[config.mk]
export PLATFORM = sky130hd
export DESIGN_NAME = fp_mul_result_stage
export DESIGN_NICKNAME = d
export VERILOG_FILES = /design/src/rtl/fp_mul_result_stage.sv
export SDC_FILE = /design/constraint.sdc
export NUM_CORES = 1
export LEC_CHECK = 0
export ABC_AREA = 1
export CORE_MARGIN = 2
export CORE_UTILIZATION = 35
export CTS_CLUSTER_DIAMETER = 150
export CTS_CLUSTER_SIZE = 16
export DETAILED_ROUTE_END_ITERATION = 8
export HOLD_SLACK_MARGIN = 0.15
export PLACE_DENSITY = 0.52
export SYNTH_ARGS = -nofsm -noshare
export SYNTH_HDL_FRONTEND = slang
export SYNTH_SLANG_ARGS = --single-unit
[constraint.sdc]
create_clock -name clk -period 3.63 [get_ports clk]
set_clock_uncertainty 0.2 [all_clocks]
set_input_delay 0.363 -clock clk [delete_from_list [all_inputs] [get_ports clk]]
set_output_delay 0.363 -clock clk [all_outputs]
set_load 0.02 [all_outputs]
[src/rtl/fp_mul_result_stage.sv]
// fp_mul_result_stage: registered FIFO output stage behind combinational fp_mul.
// Buffers {product, overflow, underflow, rounding-mode tag} in a DEPTH-entry
// FIFO, hands entries out over valid/ready, and keeps sticky ov/ud flags.
// Optional build macro: FP_RES_NAN_CANON_EN replaces any NaN product with the
// canonical quiet NaN 32'h7FC0_0000 on push; undefined stores fp_Z bit-exact.
module fp_mul_result_stage #(
  parameter int unsigned DEPTH = 4,
  parameter int unsigned W     = 32
) (
  input  logic                       clk,
  input  logic                       rst_n,
  input  logic                       in_valid,
  output logic                       in_ready,
  input  logic [W-1:0]               fp_Z,
  input  logic                       ovrf,
  input  logic                       udrf,
  input  logic [2:0]                 r_mode,
  output logic                       out_valid,
  input  logic                       out_ready,
  output logic [W-1:0]               out_result,
  output logic                       out_ovrf,
  output logic                       out_udrf,
  output logic [2:0]                 out_rmode,
  output logic [$clog2(DEPTH+1)-1:0] count,
  input  logic                       flag_clr,
  output logic                       sticky_ov,
  output logic                       sticky_ud
);

  localparam int unsigned PtrW = (DEPTH > 1) ? $clog2(DEPTH) : 1;
  localparam int unsigned CntW = $clog2(DEPTH + 1);
  localparam int unsigned EntW = W + 5;
  localparam logic [CntW-1:0] CntFull = CntW'(DEPTH);

  logic [EntW-1:0] mem_q [DEPTH];
  logic [PtrW-1:0] wr_ptr_q, wr_ptr_d;
  logic [PtrW-1:0] rd_ptr_q, rd_ptr_d;
  logic [CntW-1:0] count_q, count_d;
  logic            sticky_ov_q, sticky_ov_d;
  logic            sticky_ud_q, sticky_ud_d;
  logic [W-1:0]    store_z;
  logic [EntW-1:0] head;
  logic            push, pop;

  // Handshakes; both sides are held off while reset is asserted.
  always_comb begin
    in_ready  = rst_n && (count_q != CntFull);
    out_valid = rst_n && (count_q != '0);
    push      = in_valid && in_ready;
    pop       = out_valid && out_ready;
  end

  // Value actually written into storage (optionally NaN-canonicalised).
  always_comb begin
    store_z = fp_Z;
`ifdef FP_RES_NAN_CANON_EN
    if ((fp_Z[30:23] == 8'hFF) && (fp_Z[22:0] != 23'd0)) begin
      store_z = W'(32'h7FC0_0000);
    end
`endif
  end

  // Next-state for pointers, occupancy and sticky flags.
  always_comb begin
    wr_ptr_d = wr_ptr_q;
    rd_ptr_d = rd_ptr_q;
    count_d  = count_q;
    if (push) wr_ptr_d = wr_ptr_q + PtrW'(1);
    if (pop)  rd_ptr_d = rd_ptr_q + PtrW'(1);
    unique case ({push, pop})
      2'b10:   count_d = count_q + CntW'(1);
      2'b01:   count_d = count_q - CntW'(1);
      default: count_d = count_q;
    endcase
    // A same-cycle set wins over clear so no event is lost.
    sticky_ov_d = (sticky_ov_q && !flag_clr) || (push && ovrf);
    sticky_ud_d = (sticky_ud_q && !flag_clr) || (push && udrf);
  end

  // Control state with synchronous active-low reset.
  always_ff @(posedge clk) begin
    if (!rst_n) begin
      wr_ptr_q    <= '0;
      rd_ptr_q    <= '0;
      count_q     <= '0;
      sticky_ov_q <= 1'b0;
      sticky_ud_q <= 1'b0;
    end else begin
      wr_ptr_q    <= wr_ptr_d;
      rd_ptr_q    <= rd_ptr_d;
      count_q     <= count_d;
      sticky_ov_q <= sticky_ov_d;
      sticky_ud_q <= sticky_ud_d;
    end
  end

  // Entry storage; not reset, reset only discards entries via the pointers.
  always_ff @(posedge clk) begin
    if (push) mem_q[wr_ptr_q] <= {store_z, ovrf, udrf, r_mode};
  end

  // Head outputs come straight from storage, forced to zero during reset.
  always_comb begin
    head       = mem_q[rd_ptr_q];
    out_result = '0;
    out_ovrf   = 1'b0;
    out_udrf   = 1'b0;
    out_rmode  = '0;
    if (rst_n) begin
      out_result = head[EntW-1:5];
      out_ovrf   = head[4];
      out_udrf   = head[3];
      out_rmode  = head[2:0];
    end
  end

  assign count     = count_q;
  assign sticky_ov = sticky_ov_q;
  assign sticky_ud = sticky_ud_q;

endmodule
Word-level counts from Yosys, hierarchy flattened
Memories as Yosys holds them, arrays and structs flattened. A register that Yosys moved wholly into a read port is not among the register bits.
Index checks and enable logic that the tools add are counted.
{"block": "classes", "n_reduce_logical": 13, "n_eq_ne": 3, "muxes": 9, "n_addsub": 4}
{"operator": "32-bit 2-to-1 mux", "n": 1}
{"operator": "1-bit logical AND", "n": 8}
{"operator": "3-bit case mux with 2 select lines", "n": 1}
{"operator": "2-bit by 1-bit adder with 2-bit output, second input constant", "n": 2}
{"operator": "1-bit 2-to-1 mux", "n": 4}
{"operator": "2-bit 2-to-1 mux", "n": 2}
{"operator": "3-bit by 1-bit adder with 3-bit output, second input constant", "n": 1}
{"operator": "3-bit 2-to-1 mux", "n": 1}
{"operator": "3-bit inequality test, second input constant", "n": 1}
{"operator": "3-bit nonzero test", "n": 1}
{"operator": "3-bit by 1-bit subtractor with 3-bit output, second input constant", "n": 1}
{"operator": "2-bit by 1-bit equality test with 1-bit output, second input constant", "n": 1}
{"operator": "2-bit equality test, second input constant", "n": 1}
{"operator": "1-bit logical OR", "n": 2}
{"operator": "2-bit nonzero test", "n": 1}
{"operator": "1-bit logical NOT", "n": 1}
{"block": "totals", "mem_count": 1, "output_inout_bits": 44, "ff_bits": 9, "in_bits": 42, "elab_cells": 35, "mem_bits_rw": 148}
{"memory": "mem_q", "words": 4, "word_bits": 37, "read_ports": 1, "rd_clocked_by_memory_dff": 1, "wr": 1, "line_no": "35", "text": "logic [EntW-1:0] mem_q [DEPTH];"}

Longest topological paths before layout
{"block": "depth", "word_depth": 5, "mapped_depth": 13, "ltp_nobuf": 13}

Worst setup path after synthesis
No wires, ideal clock.
{"block": "synth_path", "path_type": "reg2reg", "from": "reg count_q[1] (netlist: count[1])", "to": "mem mem_q[0][0] in the netlist's numbering (enable)", "path_slack_ns": 0.522, "path_stages_with_launch": 5, "arrival_time_ns": 2.477, "period_less_slack_ns": 3.108, "t_required_ns": 2.999, "path_buffers": 0, "setup_time_ns": 0.431, "path_cell_list": "dfxtp_1 -> nor2_1 -> nand2_1 -> nand3_1 -> nor2_1"}
{"block": "synth_between", "elab_chain_len": 5}
{"element": "from (decl)", "line_no": "38", "text": "logic [CntW-1:0] count_q, count_d;"}
{"element": "from (signal assigned)", "line_no": "91", "text": "count_q <= count_d;"}
{"element": "3-bit inequality test", "line_no": "47", "text": "in_ready = rst_n && (count_q != CntFull);"}
{"element": "1-bit logical AND", "line_no": "47"}
{"element": "1-bit logical AND", "line_no": "49", "text": "push = in_valid && in_ready;"}
{"element": "1-bit 2-to-1 mux", "line_no": "99", "text": "if (push) mem_q[wr_ptr_q] <= {store_z, ovrf, udrf, r_mode};"}
{"element": "1-bit 2-to-1 mux (implied by the code)", "line_no": "99"}
{"element": "to (decl)", "line_no": "35"}
Every way passes these cells.

==> flow_summary.ini <==
[placed_design]
placed_cell_area_sq_mm = 0.00740
port_buffers = 85
dp_slack_ns = 0.849
hpwl_um = 8110
gp_congestion = 0.788

[synth]
synth_compound_area_frac = 0.0965
synth_warnings = 0
synth_cell_type_count = 18
syn-cell-area_sq_mm = 0.00627
synth_top_family_by_area = simple AND/OR/NAND/NOR gates
synth_top_area_frac = 0.708
ys_seq_elements = 159
synth-adder-area-share = 0.0132
postSynthAreaPerCell_sq_um = 12.1
yosys.area.top_type = edfxtp_1
synth_mux_area_frac = 0
synth-simple-area-share = 0.111
syn_nets = 565
netlist_top_cells_area = edfxtp_1 71%, nor2_1 9.5%, o21ai_1 4.7%, a21oi_1 3.6%, dfxtp_1 3.5%
synthCells = 517
yosysSeqAreaShare = 0.744
synth_xor_area_frac = 0

[detailed_routing]
totalWireLength_um = 14200
drc = 0
post_drt_wl_per_cell_um = 16.8
top_layer_used = met4
drt_iter0_drc = 397
wl_met3_um = 701
wl_met2_um = 6980
drtAntennaViolNets = 0
wl_met1_um = 6300
dr.pass1.iters = 4
vias_per_cell = 4.82
num_vias = 4067

[min_path]
hold-path-cell-count = 2
hold_class = register to register

[worst_setup_path]
critPathLaunchType = register
arrival_ns = 2.60
r2r_cells = 12
critPathCaptureType = output pin
worstSetupPathType = register to output pin
worstPathMaxFanout = 74
cp.required_ns = 3.07

[floorplan]
io_pins = 86
fp.dieArea_sq_mm = 0.0190
die_y_um = 138
initial_utilization = 0.360
rows = 48
die_w_um = 138
core_region_area_sq_mm = 0.0174

[timing]
fin_crit_sh = 0.871
setup_viol = 0
timing.slew.headroom = 0.429
setup_tns_ns = 0
rsz0062_at_grt = false
drv_slew = 0
fmax_mhz = 316
finalHoldViolCount = 0
min_period_ns = 3.16
worst_pin_slew_ns = 0.856
fin_ws_ns = 0.469

[clock_network]
cts_buffer_depth = 2
cts_sinks = 159
post-cts-setup-buffer-count = 0
clock_latency_ns = 0.41
cts_tree = yes
cts_root_buffer = clkbuf_16
clk_pin_slew_ns = 0.06
ctsResizeCount = 0
cts_hold_buf = 0
cts_max_level = 4
cts_inserted_buffers = 17

[cells_and_area]
fin_area_sq_mm = 0.00801
syn2layout_area_growth_pct = 27.7
postLayoutCoreUtil = 0.460
diodes = 0
fill_cells = 1596
multi_input_area_sq_mm = 0.00141
drive_gt1_frac = 0.0856
seqCellArea_sq_mm = 0.00467
nets = 654

[global_route]
grt_pass1_wl_um = 22000
grt_overflow = 0
antenna_found_initial = 0
grt_max_degree = 75
grt_usage = 0.157
grt_pass1_vias = 4122

[power]
vdd_drop_max_uv = 357
p_switching_mw = 1.03
p_sw_frac = 0.235
power_leakage_nw = 2.76
pwr-share-clk = 0.417
pwr-share-comb = 0.108
p_seq_frac = 0.475
intPower_mw = 3.34
power_density_mw_per_mm2 = 545

[run_status]
status = complete, no violations

[flow_run]
maxCapViolCount = 0
==> per-stage QoR <==
step	hold WS, ns	cells	total power [mW]
2_1_floorplan	0.247	517	2.37
3_3_place_gp	0.256	812	2.59
5_1_grt	0.307	844	4.55
6_report	0.272	844	4.37
3_5_place_dp	0.261	812	2.59
4_1_cts	0.277	844	4.41
==> flip-flops by register name, indices dropped and copies added (netlist names), named ones only <==
signal / flops
count: 3
sticky_ud: 1
mem_q: 148
rd_ptr_q: 2
sticky_ov: 1
wr_ptr_q: 2
==> routing by layer <==
metal,vias up,GRT usage
met5,-,0
met4,0,0.0539
met3,12,0.0373
met2,96,0.266
met1,1976,0.200
li1,1983,-
==> power by group through the flow <==
stage                     combinational (mW)  sequential, mW  clock, mW
after floorplan                        0.249            2.12          0
after global placement                 0.473            2.11          0
after detailed placement               0.478            2.12          0
after CTS                              0.481            2.08       1.86
after global routing                   0.521            2.08       1.95
final                                  0.473            2.08       1.82
==> final timing paths <==
kind                           endpoint                      from  slack [ns]
setup / recovery         out_result[26]                  register        0.47
hold / removal                 register  rd_ptr_q[0]$_SDFFE_PN0P_        0.27
setup reg to reg  count[2]$_SDFFE_PN0P_     count[1]$_SDFFE_PN0P_        1.15
hold reg to reg                register  rd_ptr_q[0]$_SDFFE_PN0P_        0.27
==> kinds of logic after synthesis <==
group                    count (synthesis)
adder cells (fa/ha/maj)                  6
flip-flops                             159
buffers and inverters                   49
AND/OR/NAND/NOR                        182
AO/OA/AOI/OAI                          121
==> area by class of cell <==
| cell class | count | share of cell area |
|---|---|---|
| flip-flops and latches | 159 | 0.582 |
| multi-input cells | 309 | 0.176 |
| repair buffers | 98 | 0.120 |
| clock buffers | 17 | 0.0531 |
| well taps | 225 | 0.0351 |
| clock inverters | 15 | 0.0231 |
| inverters | 21 | 0.00984 |
==> synth_stat cells (all sizes together) <==
library cell / instances
dfxtp: 11
nor2: 158
nand4: 3
clkbuf: 12
nand3: 4
edfxtp: 148
inv: 21
buf: 16
o21ai: 76
a21oi: 45
fa: 1
ha: 5
nand2: 17
==> cells in the final DEF (no fill, tap or decap), types with 4 or more instances in the layout <==
cell	instances
a21oi_1	45
buf_4	12
clkbuf_16	17
clkdlybuf4s50_1	85
dfxtp_1	9
edfxtp_1	148
ha_1	5
inv_1	18
nand2_1	17
nand3_1	4
nor2_1	154
nor2_4	4
o21ai_0	17
o21ai_1	59
==> critical path, stage by stage (launching register included) <==
cell and delay [ns]:
dfxtp_2 0.33, buf_4 0.63, nor2_1 0.13, nor2_1 0.13
o21ai_0 0.10, a21oi_1 0.21, clkdlybuf4s50_1 0.63
Note: power is estimated with default switching activity, not from simulation.
